`config.mk`:
```
export PLATFORM = sky130hd
export DESIGN_NAME = pong_game_ctl
export DESIGN_NICKNAME = d
export VERILOG_FILES = /design/src/rtl/pong_pkg.sv /design/src/rtl/pong_ball_step.sv /design/src/rtl/pong_game_ctl.sv
export SDC_FILE = /design/constraint.sdc
export NUM_CORES = 1
export LEC_CHECK = 0
export BUFFER_PORTS_ARGS = -buffer_cell sky130_fd_sc_hd__buf_2
export CORE_ASPECT_RATIO = 1.5
export CORE_MARGIN = 2
export CORE_UTILIZATION = 53
export CTS_BUF_LIST = sky130_fd_sc_hd__clkbuf_2
export CTS_CLUSTER_DIAMETER = 30
export DETAILED_ROUTE_END_ITERATION = 10
export GPL_ROUTABILITY_DRIVEN = 0
export PLACE_DENSITY = 0.75
export SLEW_MARGIN = 25
export SYNTH_ARGS = -nofsm -noshare
export SYNTH_HDL_FRONTEND = slang
export SYNTH_SLANG_ARGS = --single-unit
```
`constraint.sdc`:
```
create_clock -name pclk -period 4.2 [get_ports pclk]
set_input_delay 0.42 -clock pclk [delete_from_list [all_inputs] [get_ports pclk]]
set_output_delay 0.42 -clock pclk [all_outputs]
set_load 0.005 [all_outputs]
```
`src/rtl/pong_pkg.sv`:
```
// pong_pkg: game phase encoding, playfield/paddle geometry and serve position
// shared by the Pong game controller and its ball stepper.
package pong_pkg;
    typedef enum logic [2:0] {
        ST_IDLE  = 3'd0,
        ST_SERVE = 3'd1,
        ST_PLAY  = 3'd2,
        ST_POINT = 3'd3,
        ST_OVER  = 3'd4
    } game_state_t;

    localparam logic [10:0] H_RES     = 11'd1024;
    localparam logic [10:0] V_RES     = 11'd768;
    localparam logic [10:0] BALL_SIZE = 11'd16;
    localparam logic [10:0] PAD_W     = 11'd16;
    localparam logic [10:0] PAD_H     = 11'd96;
    localparam logic [10:0] PAD_L_X   = 11'd32;
    localparam logic [10:0] PAD_R_X   = 11'd976;
    localparam logic [10:0] SPEED     = 11'd4;

    localparam logic [5:0] SERVE_DELAY = 6'd60;
    localparam logic [3:0] WIN_SCORE   = 4'd9;

    localparam logic [10:0] CENTRE_X = (H_RES - BALL_SIZE) / 2;
    localparam logic [10:0] CENTRE_Y = (V_RES - BALL_SIZE) / 2;
endpackage

```
`src/rtl/pong_ball_step.sv`:
```
// pong_ball_step: one frame of ball motion from the current position and
// directions, with wall/paddle reflection and goal-line miss detection.
module pong_ball_step
    import pong_pkg::*;
(
    input  logic [10:0] x,
    input  logic [10:0] y,
    input  logic        dir_x,
    input  logic        dir_y,
    input  logic [10:0] pad_l_y,
    input  logic [10:0] pad_r_y,
    output logic [10:0] nx,
    output logic [10:0] ny,
    output logic        ndir_x,
    output logic        ndir_y,
    output logic        miss_l,
    output logic        miss_r
);
    logic ov_l, ov_r, wall_bot, wall_top, hit_l, hit_r;

    // dir_x=1 is rightward, dir_y=1 is downward; all bounds are tested before any subtraction
    always_comb begin
        ov_l     = (y + BALL_SIZE > pad_l_y) && (y < pad_l_y + PAD_H);
        ov_r     = (y + BALL_SIZE > pad_r_y) && (y < pad_r_y + PAD_H);
        wall_bot = dir_y && (y + SPEED >= V_RES - BALL_SIZE);
        wall_top = !dir_y && (y <= SPEED);
        ny       = wall_bot ? V_RES - BALL_SIZE : wall_top ? '0 : dir_y ? y + SPEED : y - SPEED;
        ndir_y   = wall_bot ? 1'b0 : wall_top ? 1'b1 : dir_y;
        hit_r    = dir_x && (x + BALL_SIZE <= PAD_R_X) && (x + BALL_SIZE + SPEED >= PAD_R_X) && ov_r;
        hit_l    = !dir_x && (x >= PAD_L_X + PAD_W) && (x <= PAD_L_X + PAD_W + SPEED) && ov_l;
        miss_r   = dir_x && !hit_r && (x + SPEED >= H_RES - BALL_SIZE);
        miss_l   = !dir_x && !hit_l && (x <= SPEED);
        nx       = hit_r ? PAD_R_X - BALL_SIZE : hit_l ? PAD_L_X + PAD_W :
                   (miss_r || miss_l) ? x : dir_x ? x + SPEED : x - SPEED;
        ndir_x   = hit_r ? 1'b0 : hit_l ? 1'b1 : miss_r ? 1'b1 : miss_l ? 1'b0 : dir_x;
    end
endmodule

```
`src/rtl/pong_game_ctl.sv`:
```
// pong_game_ctl: frame-synchronous Pong scheduler; one game update per frame at the
// rising edge of vertical blanking, publishing registered ball, score and phase.
module pong_game_ctl
    import pong_pkg::*;
(
    input  logic        pclk,
    input  logic        rst,
    input  logic        vblnk_in,
    input  logic        start,
    input  logic [10:0] pad_l_y,
    input  logic [10:0] pad_r_y,
    output logic [10:0] ball_x,
    output logic [10:0] ball_y,
    output logic [3:0]  score_l,
    output logic [3:0]  score_r,
    output logic [2:0]  game_state,
    output logic        point_pulse
);
    game_state_t state, state_nxt;
    logic        vblnk_d, tick, win;
    logic        dir_x, dir_y, dir_x_nxt, dir_y_nxt, step_dx, step_dy, miss_l, miss_r, pulse_nxt;
    logic [5:0]  cnt, cnt_nxt;
    logic [10:0] x_nxt, y_nxt, step_x, step_y;
    logic [3:0]  sl_nxt, sr_nxt;

    assign tick       = vblnk_in & ~vblnk_d;
    assign win        = (score_l == WIN_SCORE) || (score_r == WIN_SCORE);
    assign game_state = state;

    pong_ball_step u_step (
        .x      (ball_x),
        .y      (ball_y),
        .dir_x  (dir_x),
        .dir_y  (dir_y),
        .pad_l_y(pad_l_y),
        .pad_r_y(pad_r_y),
        .nx     (step_x),
        .ny     (step_y),
        .ndir_x (step_dx),
        .ndir_y (step_dy),
        .miss_l (miss_l),
        .miss_r (miss_r)
    );

    always_ff @(posedge pclk) begin
        if (rst) begin
            state       <= ST_IDLE;
            vblnk_d     <= 1'b0;
            ball_x      <= CENTRE_X;
            ball_y      <= CENTRE_Y;
            dir_x       <= 1'b1;
            dir_y       <= 1'b1;
            score_l     <= '0;
            score_r     <= '0;
            cnt         <= '0;
            point_pulse <= 1'b0;
        end else begin
            state       <= state_nxt;
            vblnk_d     <= vblnk_in;
            ball_x      <= x_nxt;
            ball_y      <= y_nxt;
            dir_x       <= dir_x_nxt;
            dir_y       <= dir_y_nxt;
            score_l     <= sl_nxt;
            score_r     <= sr_nxt;
            cnt         <= cnt_nxt;
            point_pulse <= pulse_nxt;
        end
    end

    always_comb begin
        state_nxt = state;
        if (tick)
            case (state)
                ST_IDLE:  state_nxt = start ? ST_SERVE : ST_IDLE;
                ST_SERVE: state_nxt = (cnt == SERVE_DELAY - 6'd1) ? ST_PLAY : ST_SERVE;
                ST_PLAY:  state_nxt = (miss_l || miss_r) ? ST_POINT : ST_PLAY;
                ST_POINT: state_nxt = win ? ST_OVER : ST_SERVE;
                ST_OVER:  state_nxt = start ? ST_SERVE : ST_OVER;
                default:  state_nxt = ST_IDLE;
            endcase
    end

    // a miss freezes x and turns the ball toward the player who conceded
    always_comb begin
        x_nxt     = ball_x;
        y_nxt     = ball_y;
        dir_x_nxt = dir_x;
        dir_y_nxt = dir_y;
        sl_nxt    = score_l;
        sr_nxt    = score_r;
        cnt_nxt   = cnt;
        pulse_nxt = 1'b0;
        if (tick)
            case (state)
                ST_IDLE:  cnt_nxt = '0;
                ST_SERVE: cnt_nxt = (cnt == SERVE_DELAY - 6'd1) ? '0 : cnt + 6'd1;
                ST_PLAY: begin
                    x_nxt     = step_x;
                    y_nxt     = step_y;
                    dir_x_nxt = step_dx;
                    dir_y_nxt = step_dy;
                    sl_nxt    = (miss_r && score_l != WIN_SCORE) ? score_l + 4'd1 : score_l;
                    sr_nxt    = (miss_l && score_r != WIN_SCORE) ? score_r + 4'd1 : score_r;
                    pulse_nxt = miss_l | miss_r;
                end
                ST_POINT: if (!win) begin
                    x_nxt   = CENTRE_X;
                    y_nxt   = CENTRE_Y;
                    cnt_nxt = '0;
                end
                ST_OVER: if (start) begin
                    x_nxt     = CENTRE_X;
                    y_nxt     = CENTRE_Y;
                    dir_x_nxt = 1'b1;
                    sl_nxt    = '0;
                    sr_nxt    = '0;
                    cnt_nxt   = '0;
                end
                default: ;
            endcase
    end
endmodule

```
**Yosys cells after proc, flatten, opt, wreduce, memory -nomap -nowiden**

Index checks and enable logic that the tools add are counted.

- Register bits: 43
- Input bits: 26
- Output and inout port bits: 34
- Logic and storage cells: 125

- $add $sub $neg: 12
- $lt $le $gt $ge: 12
- Eq/ne operators: 15
- Muxes and demuxes: 36
- Bitwise gates (word level): 5
- Reduce and logical (&&, ||, !) cells: 35

Operators with widths:

| cell | number |
|---|---|
| 11-bit 2-to-1 mux | 11 |
| 11-bit one-hot mux with 3 select lines | 2 |
| 11-bit by 3-bit adder with 11-bit output, second input constant | 3 |
| 11-bit by 10-bit >= comparator with 1-bit output, second input constant | 3 |
| 6-bit one-hot mux with 4 select lines | 1 |
| 11-bit by 5-bit adder with 11-bit output, second input constant | 2 |
| 11-bit by 7-bit adder with 11-bit output, second input constant | 2 |
| 11-bit > comparator | 2 |
| 11-bit by 3-bit less-or-equal comparator with 1-bit output, second input constant | 2 |
| 11-bit < comparator | 2 |
| 11-bit by 3-bit subtractor with 11-bit output, second input constant | 2 |
| 4-bit AND reduction | 5 |
| 6-bit 2-to-1 mux | 3 |
| 1-bit logical AND | 16 |
| 4-bit one-hot mux with 2 select lines | 2 |
| 3-bit one-hot mux with 5 select lines | 1 |
| 4-bit 2-to-1 mux | 3 |
| 11-bit by 6-bit >= comparator with 1-bit output, second input constant | 1 |
| 11-bit by 10-bit less-or-equal comparator with 1-bit output, second input constant | 1 |
| 11-bit by 6-bit less-or-equal comparator with 1-bit output, second input constant | 1 |
| 1-bit 2-to-1 mux | 9 |
| 4-bit by 1-bit adder with 4-bit output, second input constant | 2 |
| 4-bit equality test, second input constant | 2 |
| 2-bit != test, second input constant | 4 |
| other kinds (23) | 33 |

**Logic depth before layout (Yosys ltp)**

- Depth in word-level cells: 13
- Gate-level depth with buffers: 15
- Mapped depth without buffers: 13

**Cells and area by module**

A second synthesis with hierarchy kept.

- Cell total of the unflattened synthesis: 609
- Area, all modules: 4616.9 sq um

Modules (own cells, without submodules):

| module | instances | cells an instance | area each (sq um) | sequential area each (sq um) |
|---|---|---|---|---|
| pong_ball_step | 1 | 372 | 2536.2 | 0.0 |
| pong_game_ctl | 1 | 237 | 2080.7 | 860.8 |

**Least setup slack after synthesis**

No wires, ideal clock.

- Path type: reg-to-reg
- From: reg ball_y[6]
- To: reg ball_x[2]
- Setup time: 0.071 ns
- Arrival: 3.090 ns
- Data required time: 4.129 ns
- Path slack: 1.040 ns
- Stages on the path, launching flop included: 15
- Buffers on the path: 1
- Clock period less this slack: 3.160 ns
- Cells stage by stage: dfxtp_1 > clkbuf_1 > and2_1 > nand2_1 > nor2_1 > xor2_1 > ha_1 > nand2_1 > nor3_1 > mux2_2 > a311oi_1 > a311o_1 > nand2_1 > or4_1 > a21oi_1

- Word-level cells in the longest chain between the ends: 10
- Elaborated cells between the ends (all ways): 21
- Classes of those cells: add/sub: 1; order compare: 4; eq/ne: 1; mux: 3; reduce/logical: 12

RTL lines:

| item | line | text |
|---|---|---|
| start, declared | pong_game_ctl.sv:13 | `output logic [10:0] ball_y,` |
| start signal, assigned | pong_game_ctl.sv:61 | `ball_y <= y_nxt;` |
| 11-bit by 5-bit adder with 11-bit output | pong_ball_step.sv:23, pong_ball_step.sv:24 |  |
| 11-bit > comparator, on equally long branches | pong_ball_step.sv:24, pong_ball_step.sv:23 |  |
| 1-bit logical AND, on equally long branches | pong_ball_step.sv:24, pong_ball_step.sv:23 |  |
| 1-bit logical AND, on equally long branches | pong_ball_step.sv:29, pong_ball_step.sv:30 |  |
| 1-bit zero test, on equally long branches | pong_ball_step.sv:31, pong_ball_step.sv:32 |  |
| 1-bit logical AND, on equally long branches (2 in a row) | pong_ball_step.sv:31, pong_ball_step.sv:32 |  |
| 1-bit logical OR | pong_ball_step.sv:34 | `(miss_r \|\| miss_l) ? x : dir_x ? x + SPEED : x - SPEED;` |
| 4-bit by 2-bit != test with 1-bit output (no line) | -- |  |
| 5-bit AND reduction (no line) | -- |  |
| end signal, assigned | pong_game_ctl.sv:60 | `ball_x <= x_nxt;` |
| end, declared | pong_game_ctl.sv:12 | `output logic [10:0] ball_x,` |

Several ways; a longest one is shown, not always the timed one.
A chain may end at the register's enable or synchronous reset.

**Worst setup path in the final report**

- From: reg ball_y[5]
- To: reg ball_x[2]

Same word-level chain as after synthesis.

==> impl_metrics.csv <==
group,metric,value,unit
synth,ys_seq_elements,39,
cts,cts_tree,"yes",
detailed_routing,drtPass1Iterations,5,
global_route,grt_pass1_vias,3962,
pwr,power,0.713,mW
cts,insertion_delay,0.45,ns
worst_hold_path,holdPathEnd,"vblnk_d$_SDFF_PP0_",
detailed_routing,via_count,4271,
synth,netlist_instances,554,
global_route,grt.overflow.total,0,
worst_hold_path,min_path_type,"input pin to register",
cts,clk_pin_slew,0.24,ns
sta,tns,0,ns
sta,max_freq,0.271,GHz
cells_and_area,finalNetCount,668,
global_route,grt_max_degree,24,
setup_path,critical_path_class,"register to register",
synth,synth_top_area_share,18.9,%
cells_and_area,insertedDiodeCount,0,
synth,yosys.cell_types.count,63,
cts,cts.sinks,39,
synth,async_flop_share,0,%
floorplan,start_util,54.6,%
floorplan,fp.dieH,112,um
sta,maxSlewViolCount,0,
sta,relSlewSlack,42.6,%
cts,postCtsSetupRepairBufs,0,
setup_path,end_kind,"register",
sta,rsz0062_at_grt,"false",
floorplan,dieWidth,76.0,um
detailed_routing,ant_nets,0,
run,cap_violations,0,
sta,finalCriticalPeriod,3.69,ns
synth,synth_common_cells,"ha_1 (52), a21oi_1 (45), nand2_1 (43)",
sta,hold_violations,0,
synth,postSynthAreaPerCell,7.45,sq um
placed_design,post-dp-hpwl,8460,um
floorplan,core,0.00756,sq mm
setup_path,critPathMaxFanout,12,
floorplan,num_rows,39,
floorplan,die_area,0.00852,sq mm
pwr,leakage,2.02,nW
placed_design,placed_area,0.00440,sq mm
setup_path,r2r_start,"ball_y[5]$_SDFFE_PP1P_",
floorplan,io_pins,60,
setup_path,r2r-end,"ball_x[2]$_SDFFE_PP0P_",
synth,yosysWarnings,0,
setup_path,r2r_cells,13,
pwr,vdd_drop_max,0.270,mV
setup_path,crit_arrival,4.10,ns
cells_and_area,post-route-util,59.1,%
cells_and_area,area_growth_syn_to_layout,8.40,%
cells_and_area,layout-drive-gt1-share,13.2,%
sta,setup_viol,0,
cts,cts_root_buf,"clkbuf_2",
detailed_routing,detail_route.wl_per_cell,16.1,um
setup_path,worst_setup_path_start_kind,"register",
global_route,grtUsageTotal,25.9,%
synth,yosysMostFrequentCell,"ha_1",
outcome,status,"completed",
cts,hold_buffers,0,
setup_path,critical_path_required,4.61,ns
synth,ys_seq_area_share,18.9,%
synth,synth-main-ff-cell,"dfxtp_1",
synth,synth_top_cell_by_area,"dfxtp_1",
sta,fin_skew,0.0420,ns
synth,syn_area,0.00413,sq mm
worst_hold_path,min_from,"vblnk_in",
global_route,antenna_found_initial,0,
synth,synth_edf_count,0,
detailed_routing,drtIter0Drc,301,
cts,cts_buffers,5,
detailed_routing,vias_per_cell,6.16,
sta,min_period_over_period,87.9,%
sta,setup_slack,0.509,ns
cells_and_area,final_area,0.00447,sq mm
cts,cts_max_level,2,
placed_design,port_buffers,55,
sta,tightest_slew,0.852,ns
cts,cts.path.max_buffers,2,
synth,synthTopCellsByArea,"dfxtp_1 (19%), ha_1 (16%), a21oi_1 (5.5%)",
cts,ctsResizeCount,0,
setup_path,regToRegSetupSlack,0.51,ns
global_route,grt_pass1_wl,18300,um
pwr,power_density,159,mW/mm^2
worst_hold_path,min_delay_path_depth,2,
detailed_routing,drc,0,
placed_design,dp_slack,0.569,ns
detailed_routing,wirelength,11200,um
worst max-delay path, cell delays in order (launching register included):
cell      delay (ns)
dfxtp_1         0.60
ha_1            0.34
nand2_1         0.12
nor2_1          0.14
xor2_1          0.22
ha_1            0.28
nand2_1         0.09
nor3_1          0.06
mux2_2          0.27
a311oi_1        0.41
a311o_1         0.26
nand2_1         0.22
or4_1           0.53
a21oi_1         0.13
worst max path at each step:
stage	from	end	slack, ns	cells after the start
floorplan	ball_y[6]$_SDFFE_PP1P_	ball_x[2]$_SDFFE_PP0P_	1.04	14
global placement	ball_y[5]$_SDFFE_PP1P_	ball_x[2]$_SDFFE_PP0P_	0.73	13
detailed placement	ball_y[5]$_SDFFE_PP1P_	ball_x[2]$_SDFFE_PP0P_	0.57	13
CTS	ball_y[5]$_SDFFE_PP1P_	ball_x[2]$_SDFFE_PP0P_	0.55	13
global route	ball_y[5]$_SDFFE_PP1P_	ball_x[2]$_SDFFE_PP0P_	0.16	13
finish	ball_y[5]$_SDFFE_PP1P_	ball_x[2]$_SDFFE_PP0P_	0.51	13
per-layer routing:
metal | global-route usage [%] | up-vias | wire length (um)
li1 | - | 2085 | -
met1 | 29.4 | 2009 | 4620
met2 | 47.7 | 153 | 5670
met3 | 2.97 | 24 | 533
met4 | 12.6 | 0 | 335
met5 | 0 | - | 0
power by group:
part / internal, mW / switching [mW] / total, mW
Combinational: 0.0422 / 0.0569 / 0.0991
Clock: 0.101 / 0.137 / 0.237
Sequential: 0.373 / 0.00362 / 0.377
stage by stage:
step / hold slack [ns] / cells
after global routing: 0.212 / 693
final: 0.233 / 693
after floorplan: 0.458 / 557
after CTS: 0.198 / 693
after global placement: 0.472 / 685
after detailed placement: 0.481 / 685
layout by cell type (no fill, tap or decap), drive strengths merged, types with 5 or more instances in the layout:
cell and n:
nand4b 5, xnor2 20, or2 5, and2 8
clkbuf 5, inv 37, dfxtp 39, nor2b 9
ha 52, o2111ai 5, buf 58, nor3 17
a21boi 7, a31oi 11, nand2b 8, nand3b 5
and3 5, nor2 40, or3 5, nand2 43
a21oi 45, xor2 9, a211oi 7, nand3 20
o21ai 37, nor4 9, nand4 14
cell families (layout without fill, tap and decap cells):
kind of cell / count (synthesis) / count (layout) / synth area share, %
flip-flops: 39 / 39 / 18.9
other: 1 / 4 / 0.0909
buffers and inverters: 69 / 103 / 7.22
AND/OR/NAND/NOR: 207 / 207 / 27.2
AO/OA/AOI/OAI: 151 / 151 / 23.2
XOR/XNOR: 29 / 29 / 6.16
multiplexers: 6 / 6 / 1.52
adder cells (fa/ha/maj): 52 / 52 / 15.8
flip-flops by register name (all words and copies together), names as in the netlist:
name and flops:
score_l 4, cnt 6, dir_y 1, ball_y 9, vblnk_d 1, game_state 3, dir_x 1, score_r 4
point_pulse 1, ball_x 9
cell type report:
cell class              count  area [sq um]
multi-input cells         449          3060
inverters                  37           139
well taps                 102           128
flip-flops and latches     39           781
repair buffers             58           298
clock buffers               5          25.0
fillers                   737          3090
clock inverters             3          43.8
No activity file was read; power rests on OpenSTA's default activity.
